### src/rtl/ssp_rx_logic.sv
`default_nettype none
// ============================================================================
// Module      : ssp_rx_logic
// Description : SSP receive serial-to-parallel converter. Samples a
//               TI-style synchronous-serial frame on falling edges of the
//               PCLK-synchronous serial clock, assembles 8-bit words MSB
//               first, writes each completed word to the receive FIFO with a
//               one-cycle NextWord strobe and flags sticky overrun when the
//               FIFO is full at word completion.
// Revision    : 1.0 - initial release
// ============================================================================
module ssp_rx_logic (
  input  logic       PCLK,
  input  logic       CLEAR_B,
  input  logic       SSPCLKIN,
  input  logic       SSPFSSIN,
  input  logic       SSPRXD,
  input  logic       SSPRXINTR,
  output logic [7:0] RxData,
  output logic       NextWord,
  output logic       RxOverrun
);

  typedef enum logic [0:0] {
    ST_IDLE  = 1'b0,
    ST_SHIFT = 1'b1
  } state_t;

  localparam logic [2:0] c_LSB_COUNT = 3'd7;

  state_t      r_state;
  state_t      w_state_nxt;
  logic [2:0]  r_count;
  logic [2:0]  w_count_nxt;
  logic [7:0]  r_shreg;
  logic [7:0]  w_shreg_nxt;
  logic        r_sclk_q;
  logic [7:0]  r_rx_data;
  logic        r_next_word;
  logic        r_overrun;

  logic        w_sample;
  logic        w_complete;
  logic [7:0]  w_shifted;

  // Serial clock and data are already PCLK-synchronous, so a single delayed
  // copy of the serial clock is enough to find its falling edge.
  assign w_sample  = r_sclk_q & ~SSPCLKIN;
  // The word as it stands once the current data bit is shifted in; at the
  // LSB sample point this is the completed word.
  assign w_shifted = {r_shreg[6:0], SSPRXD};

  // Delayed serial clock for falling-edge detection; reset low so release
  // from reset can never look like a falling edge.
  always_ff @(posedge PCLK or negedge CLEAR_B) begin
    if (!CLEAR_B) begin
      r_sclk_q <= 1'b0;
    end else begin
      r_sclk_q <= SSPCLKIN;
    end
  end

  // Frame state, bit counter and shift register.
  always_ff @(posedge PCLK or negedge CLEAR_B) begin
    if (!CLEAR_B) begin
      r_state <= ST_IDLE;
      r_count <= 3'd0;
      r_shreg <= 8'h00;
    end else begin
      r_state <= w_state_nxt;
      r_count <= w_count_nxt;
      r_shreg <= w_shreg_nxt;
    end
  end

  // Next-state logic: frame start, shifting, word completion and resync.
  always_comb begin
    w_state_nxt = r_state;
    w_count_nxt = r_count;
    w_shreg_nxt = r_shreg;
    w_complete  = 1'b0;
    case (r_state)
      ST_IDLE: begin
        // The data line is ignored on the frame-sync bit; data follows it.
        if (w_sample && SSPFSSIN) begin
          w_state_nxt = ST_SHIFT;
          w_count_nxt = 3'd0;
        end
      end
      ST_SHIFT: begin
        if (w_sample) begin
          if (r_count == c_LSB_COUNT) begin
            // LSB: word is complete. Frame sync here means back-to-back
            // frames, so the next sample point is already the next MSB.
            w_complete  = 1'b1;
            w_shreg_nxt = w_shifted;
            w_count_nxt = 3'd0;
            w_state_nxt = SSPFSSIN ? ST_SHIFT : ST_IDLE;
          end else if (SSPFSSIN) begin
            // Frame sync inside a word: drop the partial word and restart.
            w_count_nxt = 3'd0;
          end else begin
            w_shreg_nxt = w_shifted;
            w_count_nxt = r_count + 3'd1;
          end
        end
      end
      default: begin
        w_state_nxt = ST_IDLE;
        w_count_nxt = 3'd0;
      end
    endcase
  end

  // FIFO write interface and overrun flag; FIFO-full is judged only at the
  // LSB sample edge.
  always_ff @(posedge PCLK or negedge CLEAR_B) begin
    if (!CLEAR_B) begin
      r_rx_data   <= 8'h00;
      r_next_word <= 1'b0;
      r_overrun   <= 1'b0;
    end else begin
      r_next_word <= w_complete & ~SSPRXINTR;
      if (w_complete && !SSPRXINTR) begin
        r_rx_data <= w_shifted;
      end
      if (w_complete && SSPRXINTR) begin
        r_overrun <= 1'b1;
      end
    end
  end

  assign RxData    = r_rx_data;
  assign NextWord  = r_next_word;
  assign RxOverrun = r_overrun;

endmodule
`default_nettype wire

### config.mk
export PLATFORM = sky130hd
export DESIGN_NAME = ssp_rx_logic
export DESIGN_NICKNAME = d
export VERILOG_FILES = /design/src/rtl/ssp_rx_logic.sv
export SDC_FILE = /design/constraint.sdc
export NUM_CORES = 1
export LEC_CHECK = 0
export CAP_MARGIN = 15
export CORE_UTILIZATION = 50
export DETAILED_ROUTE_END_ITERATION = 10
export HOLD_SLACK_MARGIN = 0.06
export PLACE_DENSITY = 0.82
export SETUP_SLACK_MARGIN = 0.5
export SYNTH_ARGS = -nofsm -noshare
export SYNTH_HDL_FRONTEND = slang
export SYNTH_SLANG_ARGS = --single-unit
export TNS_END_PERCENT = 5
### constraint.sdc
create_clock -name PCLK -period 2.1 [get_ports PCLK]
set_input_delay 0.315 -clock PCLK [delete_from_list [all_inputs] [get_ports PCLK]]
set_output_delay 0.315 -clock PCLK [all_outputs]
set_load 0.01 [all_outputs]
=== Word-level counts from Yosys, hierarchy flattened ===
Index checks and enable logic that the tools add are counted.

* Flip-flop bits (word level): 22
* Output and inout bits: 10
* Logic and storage cells: 38

* $add $sub $neg: 1
* Eq/ne operators: 4
* Muxes and demuxes: 15
* Bitwise logic cells: 5
* Reduce and logical (&&, ||, !) cells: 6

{| class="wikitable"
|+ Operators by type and width
! operator !! number
|-
| $mux 7 || 2
|-
| $mux 3 || 4
|-
| $mux 1 || 7
|-
| $pmux 3 s2 || 1
|-
| $ne 2x1->1 const B || 2
|-
| $add 3x1->3 const B || 1
|-
| $eq 3x3->1 const B || 1
|-
| $logic_and 1x1->1 || 3
|-
| $not 1->1 || 3
|-
| $reduce_and 3->1 || 1
|-
| $and 1x1->1 || 2
|-
| $ne 2x2->1 const B || 1
|-
| $pmux 1 s2 || 1
|-
| $reduce_and 2->1 || 1
|-
| $logic_not 1->1 || 1
|}

=== Depth between registers and ports, before layout ===
Gate-level depths: netlist of the first run.

* Depth in word-level cells: 5
* Mapped depth: 5
* Mapped depth without buffers: 5

=== Worst setup path after synthesis of the first run ===
OpenSTA, ideal clock, no wires.

* Path kind: flip-flop to flip-flop
* Start: register r_count[0]
* End: register r_rx_data[0], in the netlist RxData[0]
* Library setup time: 0.125 ns
* Data arrival time: 1.432 ns
* Required time: 1.975 ns
* Setup slack: 0.544 ns
* Stages on the path, launching flop included: 6
* Buffers on the path: 0
* Period minus slack after synthesis: 1.556 ns
* Cell sequence: dfrtp_1 -> ha_1 -> ha_1 -> nand2_1 -> nor3_4 -> mux2_2

* Cells in the longest elaborated chain, start to end: 5

{| class="wikitable"
|+ Ends and longest elaborated chain
! element !! line !! source
|-
| start: declaration || 33 || <nowiki>logic [2:0] r_count;</nowiki>
|-
| start signal: assignment || 71 || <nowiki>r_count <= w_count_nxt;</nowiki>
|-
| $eq 3x3->1 || 92 || <nowiki>if (r_count == c_LSB_COUNT) begin</nowiki>
|-
| $mux 1 || 92 ||
|-
| $mux 1 || 91 || <nowiki>if (w_sample) begin</nowiki>
|-
| $mux 1 || 82 || <nowiki>case (r_state)</nowiki>
|-
| $logic_and 1x1->1 || 124 || <nowiki>if (w_complete && !SSPRXINTR) begin</nowiki>
|-
| end signal: assignment || 125 || <nowiki>r_rx_data <= w_shifted;</nowiki>
|-
| end: declaration || 38 || <nowiki>logic [7:0] r_rx_data;</nowiki>
|}

Every way passes these cells.
A chain may end at the register's enable or synchronous reset.

=== Final worst setup path of the first run ===
* Start: register r_count[0]
* End: register r_shreg[3]

* Cells in the longest elaborated chain, start to end: 3

{| class="wikitable"
|+ Ends and longest elaborated chain
! element !! line !! source
|-
| $eq 3x3->1 * || 92 ||
|-
| $ne 2x1->1 (no line) || -- ||
|-
| $reduce_and 3->1 (no line) || -- ||
|-
| end signal: assignment || 72 || <nowiki>r_shreg <= w_shreg_nxt;</nowiki>
|-
| end: declaration || 35 || <nowiki>logic [7:0] r_shreg;</nowiki>
|}

Every way passes the cells marked *; elsewhere a longest branch is shown, timed or not.

==> impl_metrics.py, run 1 <==
metrics = {
    "yosys": {
        "synth_cell_types": 14,
        "postSynth.asyncResetShare_pct": 100,
        "syn-instance-count": 60,
        "ys.flop_type": "dfrtp_1",
        "synth-seq-area-share_pct": 60.5,
        "synth_area_sq_um": 910,
        "ys_seq_elements": 22,
        "syn_area_per_cell_sq_um": 15.2,
        "yosysWarnings": 0,
        "synth_edf_count": 0,
        "syn-num-nets": 69,
    },
    "worst_setup_path": {
        "cp_max_fo": 7,
        "worst_setup_path_end_kind": "register",
        "crit_chain": "ha_4 > ha_4 > nor2b_2 > nor3_4 > buf_12 > mux2_2",
        "reg2reg_slack_ns": 0.54,
        "worst-path-buf-inv": 1,
        "cp-start-kind": "register",
        "slowest_delay_ns": 0.41,
        "ff2ff_path_depth": 6,
        "reg2reg_from": "r_count[0]",
        "worst_path_most_repeated_cell": "ha_4",
        "arrival_ns": 1.76,
        "crit_path_start": "r_count[0]",
        "r2r_end": "r_shreg[3]",
        "crit_slowest_cell": "dfrtp_1",
        "required_ns": 2.30,
        "critPathKind": "reg -> reg",
        "cp_top_family": "flip-flops",
    },
    "clocking": {
        "path_clk_slew_ns": 0.11,
        "clkLatencyLatePin_ns": 0.30,
        "cts_tree": "yes",
        "postCtsHoldBufs": 0,
        "cts_max_path_buffers": 2,
        "cts-root-buf": "clkbuf_4",
        "cts_sinks": 22,
        "cts_inserted_buffers": 3,
        "h-tree-depth": 1,
    },
    "die": {
        "die_w_um": 44.7,
        "io_pins": 16,
        "dieArea_sq_um": 1990,
        "die_h_um": 44.7,
        "start_util_pct": 53.3,
        "rows": 15,
        "core_region_area_sq_um": 1710,
    },
    "timing": {
        "final.setup_skew_ns": 0.00158,
        "slew-limit-headroom_pct": 82.0,
        "setup_violations": 0,
        "fin_crit_sh_pct": 74.2,
        "finalHoldViolCount": 0,
        "clock.fmax_ghz": 0.642,
        "min_period_ns": 1.56,
        "fin_setup_tns_ns": 0,
        "slew_violations": 0,
        "worstMarginPinSlew_ns": 0.269,
        "worst_slack_ns": 0.541,
        "rsz0062_at_grt": "yes",
    },
    "global_routing": {
        "grt_usage_pct": 19.6,
        "grt_overflow_total": 0,
        "grt_pass1_vias": 549,
        "antenna_found_initial": 0,
        "grt_max_degree": 23,
        "grt_pass1_wl_um": 2660,
    },
    "placed_design": {
        "port-buffer-count": 15,
        "place_ws_ns": 0.175,
        "gp_congestion": 0.781,
        "dpl.hpwl_um": 1030,
    },
    "run_status": {
        "status": "completed",
    },
    "pwr": {
        "leakagePower_nw": 0.593,
        "peakVddDrop_uv": 464,
        "power_per_cell_area_nw_per_um2": 765,
    },
    "routing": {
        "routed_wl_um": 1760,
        "viasPerCell": 5.10,
        "drt_pass1_iterations": 4,
        "wire_per_inst_um": 15.3,
        "dr.first_iter.drc_count": 3,
        "drc": 0,
        "antenna_left": 0,
        "detailroute.via_count": 587,
    },
    "cells_and_area": {
        "fin_nets": 100,
        "area_delta_synth_final_pct": 40.9,
        "layout-drive-gt1-share_pct": 43.3,
        "diodes": 0,
    },
    "worst_hold_path": {
        "hp-class": "in -> async",
    },
    "job": {
        "maxCapViolCount": 0,
    },
}
[final cells by class]
cell class                      instances  area, sq um
Timing Repair Buffer                   26          258
Sequential cell                        22          551
Multi-Input combinational cell         37          402
Inverter                                1         3.75
Fill cell                             111          427
Clock buffer                            4         36.3
Tap cell                               25         31.3
[stage by stage]
stage          cell area [sq um]  hold slack (ns)  instances  utilization, %  total power (W)
2_1_floorplan                910           0.0194         60               -         0.000634
3_3_place_gp                1100            0.458        101            64.3         0.000681
3_5_place_dp                1100            0.466        101            64.3         0.000693
4_1_cts                     1200            0.350        110            70.4         0.000944
5_1_grt                     1280            0.363        115            75.0          0.00103
6_report                    1280            0.348        115            75.0         0.000980
[how the worst max path moves through the flow]
stage / to / slack, ns / cells past startpoint
after floorplan: RxData[0] / 0.54 / 5
after global placement: RxData[3] / 0.22 / 4
after detailed placement: RxData[0] / 0.18 / 4
after CTS: r_shreg[5] / 0.50 / 5
after global routing: RxData[2] / 0.49 / 6
final: r_shreg[3] / 0.54 / 6
[synthesized netlist by cell type, drive strengths merged, types with 2 or more instances]
cell	n	share of area (%)
dfrtp	22	61
mux2	15	19
o21ai	3	1.7
nor2b	2	1.4
nor3	2	3.6
nand2	5	2.1
ha	3	4.1
a22oi	2	1.7
[power breakdown]
| part | internal (W) | total (W) | switching, W |
|---|---|---|---|
| Combinational | 0.000123 | 0.000192 | 0.0000692 |
| Sequential | 0.000498 | 0.000561 | 0.0000633 |
| Clock | 0.000106 | 0.000227 | 0.000121 |
[what timing repair did]
item,CTS,global route
gates resized for setup,4,5
pin swaps,2,3
endpoints found under the setup margin,15,16
setup buffers,5,5
[flip-flops by register name, summed over array words and instances, names as in the netlist]
signal	flops
RxOverrun	1
r_sclk_q	1
r_shreg	7
NextWord	1
r_count	3
RxData	8
r_state	1
[routing by layer]
layer	GRT usage [%]	wire length (um)
met5	0	0
met4	10.9	44
met3	2.45	41
met2	32.1	889
met1	25.1	788
[cell families (layout without fill, tap and decap cells)]
logic type | count (synthesis) | after routing | synth area share, %
flip-flops | 22 | 22 | 60.5
multiplexers | 16 | 16 | 19.7
AND/OR/NAND/NOR | 11 | 11 | 9.90
AO/OA/AOI/OAI | 7 | 7 | 5.36
adder cells (fa/ha/maj) | 3 | 3 | 4.13
buffers and inverters | 1 | 31 | 0.412
[placed cells by master, fill, tap and decap left out, drive strengths merged]
cell type and n:
buf 11, ha 3, a22o 1, dfrtp 22, nor2b 2, clkbuf 4
clkdlybuf4s50 15, mux2i 1, nand2b 1, nor3 2, o21ai 3, inv 1
a41o 1, a22oi 2, and4bb 1, mux2 15, nand2 5
Power figures use the tool's default switching activity.
==> inputs of run 2 (changes only) <==
- CORE_UTILIZATION: 50 -> 45
- PLACE_DENSITY: 0.82 -> 0.79
- clock period: 2.1 -> 1.3 ns (I/O delays scaled with it)
==> run 2 against run 1 <==
Worst setup slack got worse by 0.80 ns. Flip-flop and latch count did not move. Non-clock buffer count rose by 2. First-iteration DRC count rose by 100%. Clock skew rose by 0.0026 ns. Power rose by 82%. The flow now finishes with violations (setup timing).
==> impl_metrics.py, run 2 (synthesis gave the netlist of run 1 again) <==
metrics = {
    "routing": {
        "antenna_left": 0,
        "drt_pass1_iterations": 4,
        "routed_wl_um": 1860,
        "drc": 0,
        "wire_per_inst_um": 15.9,
        "detailroute.via_count": 624,
        "dr.first_iter.drc_count": 6,
        "viasPerCell": 5.33,
    },
    "die": {
        "die_h_um": 47.0,
        "dieArea_sq_um": 2210,
        "core_region_area_sq_um": 1800,
        "die_w_um": 47.0,
        "io_pins": 16,
        "start_util_pct": 50.5,
        "rows": 15,
    },
    "clocking": {
        "cts_inserted_buffers": 3,
        "path_clk_slew_ns": 0.12,
        "cts-root-buf": "clkbuf_4",
        "cts_tree": "yes",
        "postCtsHoldBufs": 0,
        "clkLatencyLatePin_ns": 0.31,
        "h-tree-depth": 1,
        "cts_max_path_buffers": 2,
        "cts_sinks": 22,
    },
    "timing": {
        "rsz0062_at_grt": "yes",
        "finalHoldViolCount": 0,
        "clock.fmax_ghz": 0.644,
        "final.setup_skew_ns": 0.00423,
        "slew-limit-headroom_pct": 81.7,
        "worstMarginPinSlew_ns": 0.274,
        "setup_violations": 18,
        "fin_crit_sh_pct": 120,
        "slew_violations": 0,
        "worst_slack_ns": -0.254,
        "min_period_ns": 1.55,
        "fin_setup_tns_ns": -3.58,
    },
    "cells_and_area": {
        "final_cell_mix": "22 x dfrtp_1, 11 x mux2_4, 11 x buf_4, 8 x buf_2, 5 x clkdlybuf4s50_1",
        "regArea_sq_um": 551,
        "nFillCells": 128,
        "largest_register_ffs": 8,
        "diodes": 0,
        "layout-drive-gt1-share_pct": 56.5,
        "stdcell_count": 117,
        "fin_util_pct": 73.1,
        "area_delta_synth_final_pct": 44.7,
        "fin_nets": 102,
        "layout_commonest_cell": "dfrtp_1",
        "multi_input_area_sq_um": 452,
    },
    "global_routing": {
        "antenna_found_initial": 0,
        "grt_overflow_total": 0,
        "grt_max_degree": 23,
        "grt_usage_pct": 18.4,
        "grt_pass1_wl_um": 2740,
        "grt_pass1_vias": 639,
    },
    "placed_design": {
        "gp_congestion": 0.750,
        "dpl.hpwl_um": 1220,
        "dp_cells": 109,
        "place_ws_ns": -0.415,
        "port-buffer-count": 15,
    },
    "worst_setup_path": {
        "required_ns": 1.50,
        "crit_slowest_cell": "dfrtp_1",
        "worst_setup_path_end_kind": "register",
        "arrival_ns": 1.76,
        "cp-start-kind": "register",
        "cp_max_fo": 9,
        "crit_chain": "ha_4 > ha_4 > nand2_4 > nor3_4 > buf_12 > mux2_2",
        "worst_path_most_repeated_cell": "ha_4",
        "slowest_delay_ns": 0.41,
        "critPathKind": "reg -> reg",
    },
    "pwr": {
        "total_power_w": 0.00178,
        "power_per_cell_area_nw_per_um2": 1360,
        "leakagePower_nw": 0.653,
        "peakVddDrop_uv": 1530,
    },
    "worst_hold_path": {
        "hp-class": "in -> async",
    },
    "run_status": {
        "violations": "setup timing",
        "status": "complete, but fails checks",
    },
    "job": {
        "maxCapViolCount": 0,
    },
}
[run 2: cell count changes in the layout (fill, tap and decap cells not counted), moves of 2 or more]
cell / change
buf_4: +2
clkdlybuf4s50_1: -10
mux2_4: +10
buf_6: +3
buf_2: +8
o21ai_0: -2
mux2_2: -10
o21ai_1: +2
[run 2: final cells by class]
type / instances / area share, %
multi-input cells: 37 / 34.3
clock buffers: 3 / 1.71
inverters: 1 / 0.285
clock inverters: 1 / 2.28
repair buffers: 28 / 17.2
well taps: 25 / 2.38
flip-flops and latches: 22 / 41.8
[run 2: layer usage]
metal / routed length (um) / track usage [%] / vias up / share of wire, %
met4: 23 / 9.71 / 0 / 1.2
met3: 59 / 3.46 / 2 / 3.2
li1: - / - / 280 / -
met5: 0 / 0 / - / 0
met2: 996 / 30.8 / 16 / 53
met1: 784 / 22.6 / 326 / 42
[run 2: worst max-delay path, delay by kind of cell (launching register included)]
kind,cells,cell delay (ns)
fa+ha+maj,2,0.34
buf+inv,1,0.16
flops,1,0.41
mux,1,0.33
simple gates,2,0.21
[run 2: where the power goes]
group | switching, W | leakage (nW) | internal [W]
Clock | 0.000208 | 0.0279 | 0.000312
Combinational | 0.000120 | 0.337 | 0.000228
Sequential | 0.000113 | 0.288 | 0.000804
[run 2: final timing paths]
| check | from | endpoint | slack [ns] | cells past startpoint |
|---|---|---|---|---|
| max in group asynchronous | CLEAR_B | RxOverrun | 0.87 | 2 |
| max reg2reg | r_count[0] | RxData[1] | -0.25 | 6 |
| min | CLEAR_B | r_shreg[1] | 0.21 | 2 |
| min reg2reg | RxData[5] | RxData[5] | 0.52 | 1 |
| min in group PCLK | SSPCLKIN | r_sclk_q | 0.43 | 1 |
| max | r_count[0] | RxData[1] | -0.25 | 6 |
[run 2: through the flow]
stage          hold WS [ns]  cell area [sq um]
6_report              0.212               1320
5_1_grt               0.225               1320
4_1_cts               0.219               1210
3_5_place_dp          0.467               1170
3_3_place_gp          0.475               1170
2_1_floorplan        -0.101                910
[run 2: timing repair]
item | in CTS | in global routing
pin swaps | 1 | 2
endpoints found under the setup margin | 31 | 31
resized for setup | 47 | 20
buffers inserted | 3 | 1
endpoints found under the hold margin | 0 | 0
==> inputs of run 3 (changes only) <==
- CORE_UTILIZATION: 45 -> 50
- PLACE_DENSITY: 0.79 -> 0.82
- clock period: 1.3 -> 1.6 ns (I/O delays scaled with it)
==> run 3 against run 2 <==
The run now ends clean. Cell count is 6.0% lower. Die area shrank 9.6%. Global-route usage up 1.7 points. Worst setup slack improved by 0.30 ns. Clock power down 18%. Fmax fell by 0.26%. Combinational power is 37% lower. Power decreased by 23%. Flip-flop and latch count unchanged. Via count shrank 9.1%.
==> impl_metrics.py, run 3 (synthesis gave the netlist of run 1 again) <==
metrics = {
    "placed_design": {
        "dpl.hpwl_um": 1170,
        "dp_cells": 105,
        "port-buffer-count": 15,
        "place_ws_ns": -0.136,
        "gp_congestion": 0.731,
    },
    "clocking": {
        "path_clk_slew_ns": 0.12,
        "h-tree-depth": 1,
        "cts_inserted_buffers": 3,
        "cts_sinks": 22,
        "cts_tree": "yes",
        "cts-root-buf": "clkbuf_4",
        "clkLatencyLatePin_ns": 0.31,
        "postCtsHoldBufs": 0,
        "cts_max_path_buffers": 2,
    },
    "global_routing": {
        "antenna_found_initial": 0,
        "grt_usage_pct": 20.1,
        "grt_overflow_total": 0,
        "grt_pass1_vias": 585,
        "grt_pass1_wl_um": 2690,
        "grt_max_degree": 23,
    },
    "routing": {
        "routed.top_layer": "met4",
        "drt-met1-wl_um": 686,
        "viasPerCell": 5.15,
        "dr.first_iter.drc_count": 7,
        "wl_met2_um": 877,
        "drt_pass1_iterations": 4,
        "drc": 0,
        "antenna_left": 0,
        "wire_per_inst_um": 15.1,
        "detailroute.via_count": 567,
        "wl_met3_um": 65,
        "routed_wl_um": 1660,
    },
    "cells_and_area": {
        "diodes": 0,
        "layout_commonest_cell": "dfrtp_1",
        "layout-drive-gt1-share_pct": 49.4,
        "fin_util_pct": 70.4,
        "final_cell_mix": "22 x dfrtp_1, 10 x mux2_2, 10 x buf_2",
        "stdcell_count": 110,
        "nFillCells": 114,
        "largest_register_ffs": 8,
        "area_delta_synth_final_pct": 32.2,
        "fin_nets": 95,
    },
    "timing": {
        "rsz0062_at_grt": "yes",
        "min_period_ns": 1.56,
        "setup_violations": 0,
        "slew_violations": 0,
        "fin_crit_sh_pct": 97.4,
        "worst_slack_ns": 0.0420,
        "fin_setup_tns_ns": 0,
        "finalHoldViolCount": 0,
        "slew-limit-headroom_pct": 77.2,
        "final.setup_skew_ns": 0.00434,
        "worstMarginPinSlew_ns": 0.342,
        "clock.fmax_ghz": 0.642,
    },
    "die": {
        "io_pins": 16,
        "die_h_um": 44.7,
        "core_region_area_sq_um": 1710,
        "die_w_um": 44.7,
        "start_util_pct": 53.3,
        "dieArea_sq_um": 1990,
        "rows": 15,
    },
    "run_status": {
        "status": "completed",
    },
    "worst_setup_path": {
        "cp-start-kind": "register",
        "arrival_ns": 1.77,
        "cp_max_fo": 7,
        "required_ns": 1.81,
        "worst_setup_path_end_kind": "register",
        "critPathKind": "reg -> reg",
    },
    "job": {
        "maxCapViolCount": 0,
    },
    "pwr": {
        "peakVddDrop_uv": 723,
        "total_power_w": 0.00138,
        "power_per_cell_area_nw_per_um2": 1150,
        "leakagePower_nw": 0.598,
    },
    "worst_hold_path": {
        "hp-class": "in -> async",
    },
}
==> run 3: changes by cell type in the layout (fill, tap and decap cells not counted), sizes merged <==
| cell | before | now |
|---|---|---|
| buf | 23 | 16 |
==> run 3: worst paths after layout <==
| check | startpoint | end | slack, ns | depth (start not counted) |
|---|---|---|---|---|
| max reg2reg | r_count[0] | r_shreg[5] | 0.04 | 5 |
| min reg2reg | RxData[5] | RxData[5] | 0.51 | 1 |
| max | r_count[0] | r_shreg[5] | 0.04 | 5 |
| min | CLEAR_B | RxData[0] | 0.26 | 2 |
| min in group PCLK | SSPCLKIN | r_sclk_q | 0.44 | 1 |
| max in group asynchronous | CLEAR_B | r_shreg[5] | 1.13 | 2 |
==> run 3: critical path, cell delays in order, from the launching register on <==
cell	delay (ns)
dfrtp_1	0.41
ha_4	0.16
ha_1	0.15
nor2b_1	0.07
nor3_4	0.28
mux2_2	0.38
==> run 3: where the power goes <==
group          switching [W]  leakage, nW  internal (W)
clock network       0.000173       0.0279      0.000253
registers          0.0000788        0.288      0.000653
logic              0.0000850        0.282      0.000135
==> run 3: layer usage <==
layer / track usage (%) / vias to the layer above
met5: 0 / -
met4: 10.9 / 0
met3: 4.90 / 5
met2: 34.7 / 14
met1: 22.8 / 284
li1: - / 264
==> run 3: what timing repair did <==
item	4_1_cts	5_1_grt
buffers inserted	1	0
endpoints found under the setup margin	31	30
pin swaps	1	5
resized for setup	44	10
gates cloned	0	0
==> run 3: metrics by stage <==
stage | hold WS (ns) | cell area [sq um]
CTS | 0.265 | 1150
floorplan | -0.0556 | 910
global placement | 0.450 | 1140
finish | 0.258 | 1200
global route | 0.274 | 1200
detailed placement | 0.494 | 1140
==> run 3: cell type report <==
cell class                 instances  area [sq um]  area share, %
clock inverter                     1          30.0           2.50
sequential                        22           551           45.8
tap                               25          31.3           2.60
inverter                           1          3.75          0.312
clock buffer                       3          22.5           1.87
multi-input combinational         37           407           33.8
timing repair buffer              21           158           13.1
